`src/rtl/uart_baud_gen_if.sv`:
```
`default_nettype none
// +----------------------------------------------------------------------------+
// | uart_baud_gen_if                                                           |
// | Control and tick bundle between a UART controller and its baud generator.  |
// | Revision: 1.0                                                              |
// +----------------------------------------------------------------------------+
interface uart_baud_gen_if #(
    parameter int unsigned DIV_W  = 16,
    parameter int unsigned FRAC_W = 4
);
    logic              band_sig;
    logic              sync;
    logic [DIV_W-1:0]  div_int;
    logic [FRAC_W-1:0] div_frac;
    logic              div_load;
    logic              tick_os;
    logic              clk_bps;
    logic              mid_bps;
    logic              cfg_ack;

    modport master (
        output band_sig,
        output sync,
        output div_int,
        output div_frac,
        output div_load,
        input  tick_os,
        input  clk_bps,
        input  mid_bps,
        input  cfg_ack
    );

    modport slave (
        input  band_sig,
        input  sync,
        input  div_int,
        input  div_frac,
        input  div_load,
        output tick_os,
        output clk_bps,
        output mid_bps,
        output cfg_ack
    );
endinterface
`default_nettype wire

```
`src/rtl/uart_baud_gen.sv`:
```
`default_nettype none
// +----------------------------------------------------------------------------+
// | uart_baud_gen                                                              |
// | Fractional-N oversample tick generator with bit and bit-centre ticks.      |
// | Revision: 1.0                                                              |
// +----------------------------------------------------------------------------+
module uart_baud_gen #(
    parameter int unsigned SYS_RATE   = 100000000,
    parameter int unsigned BAUD_RATE  = 921600,
    parameter int unsigned OVERSAMPLE = 16,
    parameter int unsigned DIV_W      = 16,
    parameter int unsigned FRAC_W     = 4
) (
    input  logic           clk,
    input  logic           rst,
    uart_baud_gen_if.slave bus
);
    localparam int unsigned     OS_W       = $clog2(OVERSAMPLE);
    localparam longint unsigned C_DEN      = 64'(BAUD_RATE) * 64'(OVERSAMPLE);
    localparam longint unsigned C_INT_RAW  = 64'(SYS_RATE) / C_DEN;
    localparam longint unsigned C_FRAC_RAW = (64'(SYS_RATE) << FRAC_W) / C_DEN;
    localparam logic [DIV_W-1:0]  C_DEF_INT  = (C_INT_RAW < 64'd2) ? DIV_W'(2) : DIV_W'(C_INT_RAW);
    localparam logic [FRAC_W-1:0] C_DEF_FRAC = FRAC_W'(C_FRAC_RAW);
    localparam logic [DIV_W-1:0]  C_MIN_INT  = DIV_W'(2);
    localparam logic [OS_W-1:0]   C_OS_LAST  = OS_W'(OVERSAMPLE - 1);
    localparam logic [OS_W-1:0]   C_OS_MID   = OS_W'(OVERSAMPLE / 2 - 1);

    logic [DIV_W-1:0]  act_int_q,   act_int_d;
    logic [FRAC_W-1:0] act_frac_q,  act_frac_d;
    logic              pend_vld_q,  pend_vld_d;
    logic [DIV_W-1:0]  pend_int_q,  pend_int_d;
    logic [FRAC_W-1:0] pend_frac_q, pend_frac_d;
    logic [DIV_W-1:0]  cnt_q,       cnt_d;
    logic [FRAC_W-1:0] acc_q,       acc_d;
    logic              carry_q,     carry_d;
    logic [OS_W-1:0]   os_idx_q,    os_idx_d;
    logic              tick_os_q,   tick_os_d;
    logic              clk_bps_q,   clk_bps_d;
    logic              mid_bps_q,   mid_bps_d;
    logic              cfg_ack_q,   cfg_ack_d;

    logic [DIV_W-1:0]  w_load_int;
    logic [FRAC_W-1:0] w_acc_base;
    logic [FRAC_W:0]   w_sum;
    logic [DIV_W-1:0]  w_last_cnt;

    assign w_load_int = (bus.div_int < C_MIN_INT) ? C_MIN_INT : bus.div_int;
    // A sync restarts the fractional sequence from zero, like a fresh enable.
    assign w_acc_base = bus.sync ? '0 : acc_q;
    assign w_sum      = {1'b0, w_acc_base} + {1'b0, act_frac_q};
    // act_int is never below 2, so subtracting first cannot underflow or overflow.
    assign w_last_cnt = (act_int_q - DIV_W'(1)) + {{(DIV_W-1){1'b0}}, carry_q};

    always_comb begin
        act_int_d   = act_int_q;
        act_frac_d  = act_frac_q;
        pend_vld_d  = pend_vld_q;
        pend_int_d  = pend_int_q;
        pend_frac_d = pend_frac_q;
        cnt_d       = cnt_q;
        acc_d       = acc_q;
        carry_d     = carry_q;
        os_idx_d    = os_idx_q;
        tick_os_d   = 1'b0;
        clk_bps_d   = 1'b0;
        mid_bps_d   = 1'b0;
        cfg_ack_d   = 1'b0;

        if (!bus.band_sig) begin
            cnt_d    = '0;
            acc_d    = '0;
            carry_d  = 1'b0;
            os_idx_d = '0;
            if (bus.div_load) begin
                act_int_d  = w_load_int;
                act_frac_d = bus.div_frac;
                pend_vld_d = 1'b0;
                cfg_ack_d  = 1'b1;
            end
        end else begin
            if (bus.div_load) begin
                pend_vld_d  = 1'b1;
                pend_int_d  = w_load_int;
                pend_frac_d = bus.div_frac;
            end

            if (bus.sync || (cnt_q == '0)) begin
                // Period start: fix this period's length from the accumulator carry.
                cnt_d   = DIV_W'(1);
                acc_d   = w_sum[FRAC_W-1:0];
                carry_d = w_sum[FRAC_W];
                if (bus.sync) begin
                    os_idx_d = '0;
                end
            end else if (cnt_q == w_last_cnt) begin
                cnt_d     = '0;
                tick_os_d = 1'b1;
                clk_bps_d = (os_idx_q == C_OS_LAST);
                mid_bps_d = (os_idx_q == C_OS_MID);
                os_idx_d  = (os_idx_q == C_OS_LAST) ? '0 : os_idx_q + OS_W'(1);
                if (bus.div_load) begin
                    act_int_d  = w_load_int;
                    act_frac_d = bus.div_frac;
                    pend_vld_d = 1'b0;
                    acc_d      = '0;
                    cfg_ack_d  = 1'b1;
                end else if (pend_vld_q) begin
                    act_int_d  = pend_int_q;
                    act_frac_d = pend_frac_q;
                    pend_vld_d = 1'b0;
                    acc_d      = '0;
                    cfg_ack_d  = 1'b1;
                end
            end else begin
                cnt_d = cnt_q + DIV_W'(1);
            end
        end
    end

    always_ff @(posedge clk) begin
        if (rst) begin
            act_int_q   <= C_DEF_INT;
            act_frac_q  <= C_DEF_FRAC;
            pend_vld_q  <= 1'b0;
            pend_int_q  <= '0;
            pend_frac_q <= '0;
            cnt_q       <= '0;
            acc_q       <= '0;
            carry_q     <= 1'b0;
            os_idx_q    <= '0;
            tick_os_q   <= 1'b0;
            clk_bps_q   <= 1'b0;
            mid_bps_q   <= 1'b0;
            cfg_ack_q   <= 1'b0;
        end else begin
            act_int_q   <= act_int_d;
            act_frac_q  <= act_frac_d;
            pend_vld_q  <= pend_vld_d;
            pend_int_q  <= pend_int_d;
            pend_frac_q <= pend_frac_d;
            cnt_q       <= cnt_d;
            acc_q       <= acc_d;
            carry_q     <= carry_d;
            os_idx_q    <= os_idx_d;
            tick_os_q   <= tick_os_d;
            clk_bps_q   <= clk_bps_d;
            mid_bps_q   <= mid_bps_d;
            cfg_ack_q   <= cfg_ack_d;
        end
    end

    assign bus.tick_os = tick_os_q;
    assign bus.clk_bps = clk_bps_q;
    assign bus.mid_bps = mid_bps_q;
    assign bus.cfg_ack = cfg_ack_q;
endmodule
`default_nettype wire

```
`src/flat_wrapper.sv`:
```
// flat-port wrapper written by rule: the top's interface ports become plain ports
module uart_baud_gen_flat 
#(
    parameter int unsigned SYS_RATE   = 100000000,
    parameter int unsigned BAUD_RATE  = 921600,
    parameter int unsigned OVERSAMPLE = 16,
    parameter int unsigned DIV_W      = 16,
    parameter int unsigned FRAC_W     = 4
)
  (clk, rst, bus_band_sig, bus_sync, bus_div_int, bus_div_frac, bus_div_load, bus_tick_os, bus_clk_bps, bus_mid_bps, bus_cfg_ack);
  uart_baud_gen_if #(.DIV_W(DIV_W), .FRAC_W(FRAC_W)) bus_i ();
  input  logic clk;
  input  logic rst;
  input wire logic [$bits(bus_i.band_sig)-1:0] bus_band_sig;
  input wire logic [$bits(bus_i.sync)-1:0] bus_sync;
  input wire logic [$bits(bus_i.div_int)-1:0] bus_div_int;
  input wire logic [$bits(bus_i.div_frac)-1:0] bus_div_frac;
  input wire logic [$bits(bus_i.div_load)-1:0] bus_div_load;
  output wire logic [$bits(bus_i.tick_os)-1:0] bus_tick_os;
  output wire logic [$bits(bus_i.clk_bps)-1:0] bus_clk_bps;
  output wire logic [$bits(bus_i.mid_bps)-1:0] bus_mid_bps;
  output wire logic [$bits(bus_i.cfg_ack)-1:0] bus_cfg_ack;
  assign bus_i.band_sig = bus_band_sig;
  assign bus_i.sync = bus_sync;
  assign bus_i.div_int = bus_div_int;
  assign bus_i.div_frac = bus_div_frac;
  assign bus_i.div_load = bus_div_load;
  assign bus_tick_os = bus_i.tick_os;
  assign bus_clk_bps = bus_i.clk_bps;
  assign bus_mid_bps = bus_i.mid_bps;
  assign bus_cfg_ack = bus_i.cfg_ack;
  uart_baud_gen #(.SYS_RATE(SYS_RATE), .BAUD_RATE(BAUD_RATE), .OVERSAMPLE(OVERSAMPLE), .DIV_W(DIV_W), .FRAC_W(FRAC_W)) u_core (.clk(clk), .rst(rst), .bus(bus_i));
endmodule
```
`config.mk`:
```
export PLATFORM = sky130hd
export DESIGN_NAME = uart_baud_gen_flat
export DESIGN_NICKNAME = d
export VERILOG_FILES = /design/src/rtl/uart_baud_gen_if.sv /design/src/rtl/uart_baud_gen.sv /design/src/flat_wrapper.sv
export SDC_FILE = /design/constraint.sdc
export NUM_CORES = 1
export LEC_CHECK = 0
export ABC_CLOCK_PERIOD_IN_PS = 5060
export CORE_AREA = 5 5 80 82
export CTS_BUF_LIST = sky130_fd_sc_hd__clkbuf_8
export DETAILED_ROUTE_END_ITERATION = 10
export DIE_AREA = 0 0 85 87
export HOLD_SLACK_MARGIN = 0.08
export PLACE_DENSITY = 0.86
export SYNTH_ARGS = -nofsm -noshare
export SYNTH_HDL_FRONTEND = slang
export SYNTH_SLANG_ARGS = --single-unit
```
`constraint.sdc`:
```
create_clock -name clk -period 5.06 [get_ports clk]
set_input_delay 1.012 -clock clk [delete_from_list [all_inputs] [get_ports clk]]
set_output_delay 1.012 -clock clk [all_outputs]
set_load 0.05 [all_outputs]
```
Yosys cells after proc, flatten, opt, wreduce, memory -nomap -nowiden

Cells that the tools add are included.

Input port bits: 25
ROM bits: 0
Output and inout bits: 4
RAM bits: 0
Bits in latches: 0
Memories: 0
Register bits after elaboration: 70

Order comparisons: 1
Equal/unequal tests: 7
Add/sub/neg operators: 5
Bitwise logic cells: 2
Divide/modulo/power cells: 0
Muxes and demuxes: 38
Multiply operators: 0
Reduce and logical (&&, ||, !) cells: 13
Shifts and indexed selects: 0

Operators with widths:

| operator              | number |
|---|---|
| $mux 16               | 7 |
| $mux 4                | 15 |
| $add 16x1->16         | 1 |
| $add 16x1->16 const B | 1 |
| $eq 16x16->1          | 1 |
| $logic_not 16->1      | 1 |
| $lt 16x2->1 const B   | 1 |
| $mux 1                | 16 |
| $sub 16x1->16 const B | 1 |
| $reduce_or 4->1       | 2 |
| $reduce_and 2->1      | 3 |
| $add 4x4->5           | 1 |
| $add 4x1->4 const B   | 1 |
| $eq 4x3->1 const B    | 1 |
| $eq 4x4->1 const B    | 1 |
| $ne 2x2->1 const B    | 2 |
| $ne 4x2->1 const B    | 1 |
| $reduce_and 4->1      | 1 |
| $reduce_bool 2->1     | 2 |
| $reduce_bool 3->1     | 1 |
| $reduce_or 3->1       | 1 |
| $ne 2x1->1 const B    | 1 |
| $not 1->1             | 2 |
| $reduce_or 2->1       | 1 |
| $logic_or 1x1->1      | 1 |

Logic depth before layout (Yosys ltp)

Depth in word-level cells: 6
Mapped depth: 13
Gate-level depth less buffers: 10

Least setup slack after synthesis

No wires, ideal clock.

Path kind: reg2reg
Start: register u_core.carry_q
End: register u_core.act_frac_q[2]
Clock period less this slack: 3.109 ns
Setup slack: 1.951 ns
Cell stages (with the launch flop): 14
Arrival: 2.966 ns
Path buffers: 3
Cell sequence: dfxtp_1 -> inv_1 -> ha_1 -> ha_1 -> clkbuf_1 -> xor2_1 -> or3_1 -> a21oi_1 -> nand4b_2 -> or4_1 -> buf_2 -> nor3b_4 -> buf_6 -> a221oi_1

Longest elaborated chain between the ends: 4
Elaborated cells on any way between the ends: 5
Classes of those cells: 1 x add/sub; 3 x eq/ne; 1 x reduce/logical

Ends and longest elaborated chain:

| element                                                          | RTL line             | RTL |
|---|---|---|
| start: declaration                                               | uart_baud_gen.sv:35  | `logic carry_q, carry_d;` |
| start signal: assignment                                         | uart_baud_gen.sv:143 | `carry_q <= carry_d;` |
| $add 16x1->16 (*)                                                | uart_baud_gen.sv:52  | `assign w_last_cnt = (act_int_q - DIV_W'(1)) + {{(DIV_W-1){1'b0}}, carry_q};` |
| $eq 16x16->1 (*)                                                 | uart_baud_gen.sv:95  | `end else if (cnt_q == w_last_cnt) begin` |
| $ne 4x2->1 (no source line) / $ne 2x1->1 (equally long branches) | n/a                  |  |
| $reduce_and 4->1 (no source line) (*)                            | n/a                  |  |
| end signal: assignment                                           | uart_baud_gen.sv:137 | `act_frac_q <= act_frac_d;` |
| end: declaration                                                 | uart_baud_gen.sv:29  | `logic [FRAC_W-1:0] act_frac_q, act_frac_d;` |

Mark *: on every way between the ends. The rest lies on a longest branch, timed or not.
A chain may end at the register's enable or synchronous reset.

Worst setup path after layout

Start: register u_core.carry_q
End: register u_core.act_frac_q[3]

Same word-level chain as after synthesis.

==> qor.yml <==
place_congestion: 0.911
p_int_uw: 909
antenna_found_initial: 0
ys_ff_latch: 70
wl_per_cell_um: 15.7
timing.fmax_mhz: 282
synth.yosys.warnings: 0
cts-resized-gates: 0
grt_max_degree: 28
cts_setup_buffers: 0
p_clk_share_pct: 41.5
yosysTopAreaCell: "dfxtp_1"
syn-cell-area_um2: 3520
synth-seq-area-share_pct: 39.8
synth_ff_type: "dfxtp_1"
hold-path-endpoint: "u_core.pend_int_q[10]"
drive_above_1_share_pct: 5.76
core_um2: 5680
insertion_delay_ns: 0.36
cts_sinks: 70
place_area_um2: 3830
hold_class: "flip-flop to flip-flop"
clk_pin_slew_ns: 0.08
via_count: 3073
switching_power_uw: 313
setup_viol: 0
synth_edf_count: 0
critPathLaunchType: "flip-flop"
syn-instance-count: 407
seqPwrFrac_pct: 48.0
dr.pass1.iters: 5
tightest_slew_ns: 1.01
ant_nets: 0
synth_top_area_share_pct: 39.8
drt_iter0_markers: 269
slew_headroom_pct: 31.8
maxCapViolCount: 0
cp.arrival_ns: 3.76
synthTopCellsByCount: "dfxtp_1 (70), nand2_1 (53), nor2_1 (35), a21oi_1 (30), xnor2_1 (25)"
slew_violations: 0
grt_pass1_vias: 2949
grt_pass1_wl_um: 13800
power_density_nw_per_um2: 302
area_growth_pct: 15.2
dieWidth_um: 85
cts_root_buf: "clkbuf_8"
synth.avg_cell_area_um2: 8.64
synthArstFlopShare_pct: 0
period_share_pct: 70.1
layout.nets: 464
p_leak_uw: 0.00159
rsz0062_at_grt: "no"
crit_required_ns: 5.27
final_area_um2: 4050
synthTopCellsByArea: "dfxtp_1 (40%), xnor2_1 (6.2%), nand2_1 (5.7%), a21oi_1 (4.3%), a221o_1 (4.3%)"
synth_nets: 442
p_total_uw: 1220
synth_most_common_cell: "dfxtp_1"
end_kind: "flip-flop"
dieArea_um2: 7400
crit_type: "flip-flop to flip-flop"
numCtsBuffers: 9
fin_skew_ns: 0.0109
via_per_inst: 6.04
p_sw_share_pct: 25.6
io_buffer_count: 28
antenna_cells: 0
ys_types: 53
r2r_cells: 10
finalHoldViolCount: 0
hpwl_um: 5660
cts_max_path_buffers: 2
r2r-end: "u_core.act_frac_q[3]"
die_h_um: 87
rrSetupSlack_ns: 1.51
overflow: 0
reg2reg_from: "u_core.carry_q"
start_util_pct: 62.0
min-delay-start: "u_core.pend_int_q[10]"
regArea_um2: 1400
min_path_cells: 2
multiInputGateArea_um2: 1970
rows: 28
combPwrFrac_pct: 10.5
peakVddDrop_mv: 0.236
io_pins: 29
wirelength_um: 7970
status: "complete, no violations"
fill_cells: 449
htreeDepth: 3
cts_tree: "yes"
ctsHoldBuffers: 0
grt_usage_pct: 23.1
tns_ns: 0
route.detailed.drc: 0
fin_crit_ns: 3.55
cp_max_fo: 18
==> kinds of logic after synthesis <==
family                     share of synthesized area [%]
xor gates and xnor gates                            9.71
AOI/OAI and AO/OA                                   15.8
adders and majority gates                           3.77
muxes                                              0.285
and+or+nand+nor                                     26.3
DFF                                                 39.8
buffers and inverters                               4.30
==> worst max path at each step <==
| stage | from | endpoint | slack, ns | depth (start not counted) |
|---|---|---|---|---|
| 2_1_floorplan | u_core.carry_q | u_core.act_frac_q[2] | 1.95 | 13 |
| 5_1_grt | u_core.carry_q | u_core.act_int_q[2] | 1.25 | 10 |
| 3_3_place_gp | bus_sync | u_core.act_frac_q[2] | 1.54 | 5 |
| 3_5_place_dp | bus_sync | u_core.act_frac_q[2] | 1.44 | 5 |
| 6_report | u_core.carry_q | u_core.act_frac_q[3] | 1.51 | 10 |
| 4_1_cts | u_core.carry_q | u_core.act_frac_q[3] | 1.53 | 10 |
==> worst max-delay path, stage by stage (launching register included) <==
cell      delay [ns]
dfxtp_1         0.33
inv_1           0.04
ha_1            0.23
ha_1            0.29
xor2_1          0.18
or3_1           0.35
a21oi_1         0.19
nand4b_2        0.21
or4_1           0.70
nor3b_4         0.68
a221oi_1        0.19
==> registers in the layout, summed over array words and instances, names as in the netlist <==
name / count
u_core.acc_q: 4
u_core.act_frac_q: 4
u_core.act_int_q: 16
u_core.bus.cfg_ack: 1
u_core.bus.clk_bps: 1
u_core.bus.mid_bps: 1
u_core.bus.tick_os: 1
u_core.carry_q: 1
u_core.cnt_q: 16
u_core.os_idx_q: 4
u_core.pend_frac_q: 4
u_core.pend_int_q: 16
u_core.pend_vld_q: 1
==> final cells by class <==
cell class,instances,share of cell area [%]
repair buffers,31,7.47
well taps,75,2.32
clock buffers,9,3.06
multi-input cells,299,48.5
inverters,18,1.67
clock inverters,7,2.41
flip-flops and latches,70,34.6
==> through the flow <==
| step | cells | worst slack, ns | hold WS (ns) | util [%] |
|---|---|---|---|---|
| detailed placement | 493 | 1.44 | 0.449 | 67.5 |
| finish | 509 | 1.51 | 0.463 | 71.4 |
| global placement | 493 | 1.54 | 0.443 | 67.5 |
| CTS | 509 | 1.53 | 0.461 | 71.4 |
| global route | 509 | 1.25 | 0.485 | 71.4 |
| floorplan | 407 | 1.95 | 0.434 | - |
==> power groups by stage <==
stage / Clock, uW / Sequential [uW] / Combinational (uW)
2_1_floorplan: 0 / 595 / 83.7
3_3_place_gp: 0 / 598 / 122
3_5_place_dp: 0 / 599 / 127
4_1_cts: 510 / 587 / 127
5_1_grt: 536 / 589 / 142
6_report: 507 / 587 / 128
==> routing by layer <==
metal	wire length, um	up-vias	track usage, %
met1	3510	1455	28.5
met5	0	-	0
met3	521	16	7.00
met4	147	0	9.35
li1	-	1497	-
met2	3790	105	37.6
==> cells in the final DEF (no fill, tap or decap), drive strengths merged, types with 4 or more instances in the layout <==
master	netlist	routed
o21ai	4	4
clkdlybuf4s50	0	28
clkbuf	18	9
nand3b	4	4
nand2	53	53
a22o	4	4
xor2	14	14
ha	9	9
dfxtp	70	70
xnor2	25	25
inv	18	20
and3	22	22
nor2	36	36
nand3	7	7
a221o	15	15
nor2b	7	7
nor3	7	7
a21oi	30	30
nor4	11	11
nand4	6	6
Power figures use the tool's default switching activity.
